==> config.mk <==
export PLATFORM = sky130hd
export DESIGN_NAME = vga_timing_gen
export DESIGN_NICKNAME = d
export VERILOG_FILES = /design/src/rtl/vga_timing_gen.sv
export SDC_FILE = /design/constraint.sdc
export NUM_CORES = 1
export LEC_CHECK = 0
export CAP_MARGIN = 25
export CELL_PAD_IN_SITES_DETAIL_PLACEMENT = 1
export CELL_PAD_IN_SITES_GLOBAL_PLACEMENT = 2
export CORE_MARGIN = 5
export CORE_UTILIZATION = 29
export DETAILED_ROUTE_END_ITERATION = 10
export PLACE_DENSITY_LB_ADDON = 0.1
export SETUP_SLACK_MARGIN = 0.4
export SLEW_MARGIN = 10
export SYNTH_ARGS = -nofsm -noshare
export SYNTH_HDL_FRONTEND = slang
export SYNTH_SLANG_ARGS = --single-unit
==> constraint.sdc <==
create_clock -name pix_clk -period 2.2 [get_ports pix_clk]
set_input_delay 0.44 -clock pix_clk [delete_from_list [all_inputs] [get_ports pix_clk]]
set_output_delay 0.44 -clock pix_clk [all_outputs]
set_load 0.01 [all_outputs]
==> src/rtl/vga_timing_gen.sv <==
// Pixel-clock raster timing generator: scan position, blanking, syncs and line/frame strobes.
// Optional frame counter is enabled by defining VGA_TIMING_FRAME_CNT_EN.
module vga_timing_gen #(
  parameter int H_VISIBLE   = 640,
  parameter int H_FRONT     = 16,
  parameter int H_SYNC      = 96,
  parameter int H_BACK      = 48,
  parameter int V_VISIBLE   = 480,
  parameter int V_FRONT     = 10,
  parameter int V_SYNC      = 2,
  parameter int V_BACK      = 33,
  parameter bit SYNC_ACTIVE = 1'b0
) (
  input  logic        pix_clk,
  input  logic        rst_n,
  input  logic        locked,
  output logic [9:0]  pos_h,
  output logic [9:0]  pos_v,
  output logic        blank,
  output logic        hsync,
  output logic        vsync,
  output logic        line_start,
  output logic        frame_start,
  output logic [15:0] frame_count
);

  localparam int H_TOTAL = H_VISIBLE + H_FRONT + H_SYNC + H_BACK;
  localparam int V_TOTAL = V_VISIBLE + V_FRONT + V_SYNC + V_BACK;

  localparam logic [9:0] H_LAST   = 10'(H_TOTAL - 1);
  localparam logic [9:0] V_LAST   = 10'(V_TOTAL - 1);
  localparam logic [9:0] H_VIS    = 10'(H_VISIBLE);
  localparam logic [9:0] V_VIS    = 10'(V_VISIBLE);
  localparam logic [9:0] HS_FIRST = 10'(H_VISIBLE + H_FRONT);
  localparam logic [9:0] HS_LAST  = 10'(H_VISIBLE + H_FRONT + H_SYNC - 1);
  localparam logic [9:0] VS_FIRST = 10'(V_VISIBLE + V_FRONT);
  localparam logic [9:0] VS_LAST  = 10'(V_VISIBLE + V_FRONT + V_SYNC - 1);

  logic       h_wrap;
  logic       v_wrap;
  logic       frame_wrap;
  logic [9:0] h_next;
  logic [9:0] v_next;
  logic       blank_next;
  logic       hs_next;
  logic       vs_next;

  // Decode on the next position so every registered output lines up with pos_h/pos_v.
  always_comb begin
    h_wrap     = (pos_h == H_LAST);
    v_wrap     = (pos_v == V_LAST);
    frame_wrap = h_wrap && v_wrap;
    h_next     = h_wrap ? 10'd0 : pos_h + 10'd1;
    v_next     = pos_v;
    if (h_wrap) begin
      v_next = v_wrap ? 10'd0 : pos_v + 10'd1;
    end
    blank_next = (h_next >= H_VIS) || (v_next >= V_VIS);
    hs_next    = (h_next >= HS_FIRST) && (h_next <= HS_LAST);
    vs_next    = (v_next >= VS_FIRST) && (v_next <= VS_LAST);
  end

  always_ff @(posedge pix_clk or negedge rst_n) begin
    if (!rst_n) begin
      pos_h       <= '0;
      pos_v       <= '0;
      blank       <= 1'b0;
      hsync       <= ~SYNC_ACTIVE;
      vsync       <= ~SYNC_ACTIVE;
      line_start  <= 1'b0;
      frame_start <= 1'b0;
    end else if (locked) begin
      pos_h       <= h_next;
      pos_v       <= v_next;
      blank       <= blank_next;
      hsync       <= hs_next ? SYNC_ACTIVE : ~SYNC_ACTIVE;
      vsync       <= vs_next ? SYNC_ACTIVE : ~SYNC_ACTIVE;
      line_start  <= h_wrap;
      frame_start <= frame_wrap;
    end else begin
      // Lock lost: raster freezes in place, strobes suppressed until it resumes.
      line_start  <= 1'b0;
      frame_start <= 1'b0;
    end
  end

`ifdef VGA_TIMING_FRAME_CNT_EN
  logic [15:0] frame_cnt_q;

  always_ff @(posedge pix_clk or negedge rst_n) begin
    if (!rst_n) begin
      frame_cnt_q <= '0;
    end else if (locked && frame_wrap) begin
      frame_cnt_q <= frame_cnt_q + 16'd1;
    end
  end

  assign frame_count = frame_cnt_q;
`else
  assign frame_count = '0;
`endif

endmodule
# Word level (Yosys, flattened, before mapping)
# Index checks and enable logic that the tools add are counted.
# word_totals
elab_cells	28
out_inout_bits	41
reg_bits	25
input_bits	3
# classes
n_addsub	2
eq_ne	2
n_mux	7
reduce_logical	4
n_lt_le_gt_ge	6
# ops
operator	count
$mux 10	3
$add 10x1->10 const B	2
$eq 10x10->1 const B	2
$ge 10x10->1 const B	2
$ge 10x9->1 const B	2
$le 10x10->1 const B	1
$le 10x9->1 const B	1
$mux 1	4
$logic_and 1x1->1	3
$logic_or 1x1->1	1

# Longest topological paths before layout
# logic_depth
word_depth	6
ltp_mapped	9
ltp_nobuf	8

# Worst setup path after synthesis
# OpenSTA, ideal clock, no wires.
# synth_path
path_type	flip-flop to flip-flop
startpoint	register pos_h[0]
endpoint	register vsync
slack_ns	0.349
n_path_buf	1
setup_ns	0.077
required_ns	2.123
path_stages_with_launch	9
arrival_ns	1.774
synth_period_minus_slack_ns	1.851
path_cell_list	dfrtp_1 > ha_1 > and4_1 > and3_1 > buf_4 > a41oi_2 > o22ai_1 > and3_1 > a31oi_1
# synth_via
elab_chain_cells	5
elab_cells_between_ends	6
cone_classes	2 x order compare; 1 x eq/ne; 2 x mux; 1 x reduce/logical
# synth_lines
item	line	text
start, declared	17	output logic [9:0] pos_h,
start signal, assigned	73	pos_h <= h_next;
$eq 10x10->1 (*)	50	h_wrap = (pos_h == H_LAST);
$mux 10 (*)	55	if (h_wrap) begin
$ge 10x9->1 / $le 10x9->1 (equally long branches)	60	vs_next = (v_next >= VS_FIRST) && (v_next <= VS_LAST);
$logic_and 1x1->1 (*)	60	
$mux 1 (*)	77	vsync <= vs_next ? SYNC_ACTIVE : ~SYNC_ACTIVE;
end signal, assigned	69	vsync <= ~SYNC_ACTIVE;
end signal, assigned	77	
end, declared	21	output logic vsync,
# Every way passes the cells marked *; elsewhere a longest branch is shown, timed or not.
# A chain may end at the register's enable or synchronous reset.

# Worst setup path in the final report
# Ends and elaborated chain as after synthesis.

==> flow_summary.json <==
{
  "multi_input_comb_area_um2": 1010,
  "crit_path_start_kind": "flip-flop",
  "worst_clock_skew_ns": 0.00671,
  "cts.root.buffer_cell": "sky130_fd_sc_hd__clkbuf_8",
  "timing.reg2reg.worst_path_depth": 8,
  "tritoncts.num_buffers": 3,
  "placer_s_final_routability_congestion_estimate": 0.761,
  "setup-violations-final": 0,
  "clock_sinks": 25,
  "p_per_area_nw_per_um2": 764,
  "cts_h_tree_lvls": 1,
  "antenna-diode-count": 0,
  "first_iter_violations": 49,
  "cp_slowest_cell": "sky130_fd_sc_hd__dfrtp_1",
  "final_net_count": 253,
  "register_area_um2": 644,
  "timing.critical_path.fanout_max": 6,
  "worst-endpoint-required_ns": 2.40,
  "post-route-period-util": 0.836,
  "detailedPlacementHpwl_mm": 3.56,
  "worst-endpoint-arrival_ns": 2.04,
  "path_class": "flip-flop to flip-flop",
  "synth.ff_latch_count": 25,
  "most_frequently_used_flop_master_after_synthesis": "sky130_fd_sc_hd__dfrtp_1",
  "cts-hold-fix-buffers": 0,
  "vias_in_the_first_global_route": 1589,
  "max-cap-violations": 0,
  "drive_gt1_frac": 0.318,
  "areaGrowthSynthToFinish_pct": 40.4,
  "most_numerous_cell_types_in_the_synthesized_netlist": "sky130_fd_sc_hd__nand2_1 (26), sky130_fd_sc_hd__dfrtp_1 (23), sky130_fd_sc_hd__buf_4 (18)",
  "drc": 0,
  "clkLatencyLatePin_ns": 0.28,
  "post-synth-top-count-cell": "sky130_fd_sc_hd__nand2_1",
  "clock.fmax_ghz": 0.544,
  "synth_seq_area_share": 0.372,
  "cts_tree": "yes",
  "worstPathCellList": "ha_4 > and4_4 > and3_4 > buf_6 > a41oi_2 > o22ai_1 > and3_1 > a31oi_2",
  "routedWlPerCell_um": 16.4,
  "grt_max_degree": 26,
  "syn_area_um2": 1690,
  "detailed_place.area_um2": 2020,
  "placeable_core_region_um2": 5570,
  "antenna_found_initial": 0,
  "portion_of_synthesized_cell_area_occupied_by_the_leading_cell_type": 0.341,
  "detail-route-antenna-nets": 0,
  "port_buffers": 27,
  "period_minus_slack_ns": 1.84,
  "max-clock-path-buffers": 2,
  "layout.cell_area.non_filler_um2": 2370,
  "die_x_um": 86.3,
  "cp-end-kind": "flip-flop",
  "yosys-top-cells-area": "sky130_fd_sc_hd__dfrtp_1 (34%), sky130_fd_sc_hd__buf_4 (8.0%), sky130_fd_sc_hd__nand2_1 (5.8%)",
  "via_count": 1607,
  "async_reset_ff_frac": 1.00,
  "dieArea_um2": 7440,
  "grt_use_total": 0.138,
  "class_of_the_most_critical_hold_timing_path": "input port to async pin",
  "post_drt_via_cell_ratio": 5.07,
  "grt_first_pass_wirelength_mm": 8.25,
  "mapped_avg_cell_area_um2": 8.92,
  "grt_setup_unrepaired": "yes",
  "synth_cell_types": 51,
  "final_max_slew_viol_count": 0,
  "io-pin-count": 44,
  "rows": 27,
  "drt_pass1_iterations": 4,
  "synth-warning-count": 0,
  "fin_setup_tns_ns": 0,
  "cts_clk_pin_slew_worst_paths_ns": 0.10,
  "fp.dieH_um": 86.3,
  "power_leakage_nw": 1.07,
  "starting_density": 0.303,
  "hold_violations": 0,
  "power.ir.vdd_worst_uv": 341,
  "drt-total-wl_mm": 5.21,
  "fillCellCount": 661,
  "netlist.top_cell.by_area": "sky130_fd_sc_hd__dfrtp_1",
  "post_synth_inst_count": 189,
  "synth-edff-count": 0,
  "worst_path_largest_cell_delay_ns": 0.41,
  "run_status": "finished clean",
  "globalRouteOverflowTotal": 0
}
==> what timing repair did <==
| action | CTS | global route |
|---|---|---|
| gates resized for setup | 27 | 25 |
| buffers inserted | 10 | 13 |
| pin swaps | 5 | 14 |
| hold endpoints to repair | 0 | 0 |
| setup endpoints to repair | 25 | 22 |
==> stage by stage <==
stage / hold WS (ns) / setup WS, ns / power, mW / utilization / instances
after floorplan: 0.144 / 0.390 / 1.08 / - / 204
after global placement: 0.498 / 0.236 / 1.36 / 0.363 / 290
after detailed placement: 0.490 / 0.148 / 1.37 / 0.363 / 290
after CTS: 0.517 / 0.358 / 1.78 / 0.394 / 304
after global routing: 0.551 / 0.249 / 1.93 / 0.425 / 317
final: 0.534 / 0.361 / 1.81 / 0.425 / 317
==> final timing paths <==
check / slack, ns / start / end
max: 0.36 / pos_h[0] / vsync
min: 0.53 / rst_n / frame_start
max reg2reg: 0.36 / pos_h[0] / vsync
min reg2reg: 0.54 / hsync / hsync
max in group asynchronous: 1.36 / rst_n / hsync
min in group pix_clk: 0.54 / hsync / hsync
==> worst max-delay path: cells and delay by family, from the launching register on <==
family                     cells  cell delay, ns
buffers and inverters          1            0.13
DFF                            1            0.41
AOI/OAI and AO/OA              3            0.36
and+or+nand+nor                3            0.68
adders and majority gates      1            0.18
==> kinds of logic (layout without fill, tap and decap cells) <==
family,after synthesis,after routing,synth area share
other cells,1,16,0.00222
fa+ha+maj,4,4,0.0297
simple gates,74,74,0.249
mux,3,3,0.0185
compound gates,43,43,0.171
xor+xnor,8,8,0.0415
buf+inv,31,72,0.116
flops,25,25,0.372
==> layout by cell type (no fill, tap or decap), types with 3 or more instances in the layout <==
cell                               n
sky130_fd_sc_hd__a21oi_1           4
sky130_fd_sc_hd__a31oi_1           5
sky130_fd_sc_hd__and3_1            5
sky130_fd_sc_hd__buf_4            33
sky130_fd_sc_hd__clkbuf_8          3
sky130_fd_sc_hd__clkdlybuf4s50_1  19
sky130_fd_sc_hd__conb_1           16
sky130_fd_sc_hd__dfrtp_1          10
sky130_fd_sc_hd__dfrtp_2          13
sky130_fd_sc_hd__dlymetal6s2s_1    6
sky130_fd_sc_hd__inv_1             3
sky130_fd_sc_hd__nand2_1          22
sky130_fd_sc_hd__nand2_2           3
sky130_fd_sc_hd__nand3_1          10
sky130_fd_sc_hd__nand4_1           4
sky130_fd_sc_hd__nor2_1           10
sky130_fd_sc_hd__o21ai_0           4
sky130_fd_sc_hd__o21ai_1           9
sky130_fd_sc_hd__o31ai_1           3
sky130_fd_sc_hd__xnor2_1           5
==> report_power, final <==
group	switching, mW	internal, mW
clock network	0.162	0.130
registers	0.137	0.556
logic	0.385	0.437
==> layout make-up <==
type                    count  area share
well taps                  72      0.0381
inverters                   6      0.0106
multi-input cells         148       0.427
clock buffers               4      0.0190
flip-flops and latches     25       0.272
repair buffers             62       0.234
==> state kept, by name, indices dropped and copies added, names as in the netlist <==
signal / flops
blank: 1
frame_start: 1
line_start: 1
hsync: 1
pos_v: 10
vsync: 1
pos_h: 10
==> per-layer routing <==
layer | track usage | up-vias | share of wire
li1 | - | 761 | -
met1 | 0.196 | 795 | 0.48
met2 | 0.221 | 42 | 0.47
met3 | 0.0200 | 9 | 0.039
met4 | 0.0297 | 0 | 0.012
met5 | 0 | - | 0
Note: power is estimated with default switching activity, not from simulation.
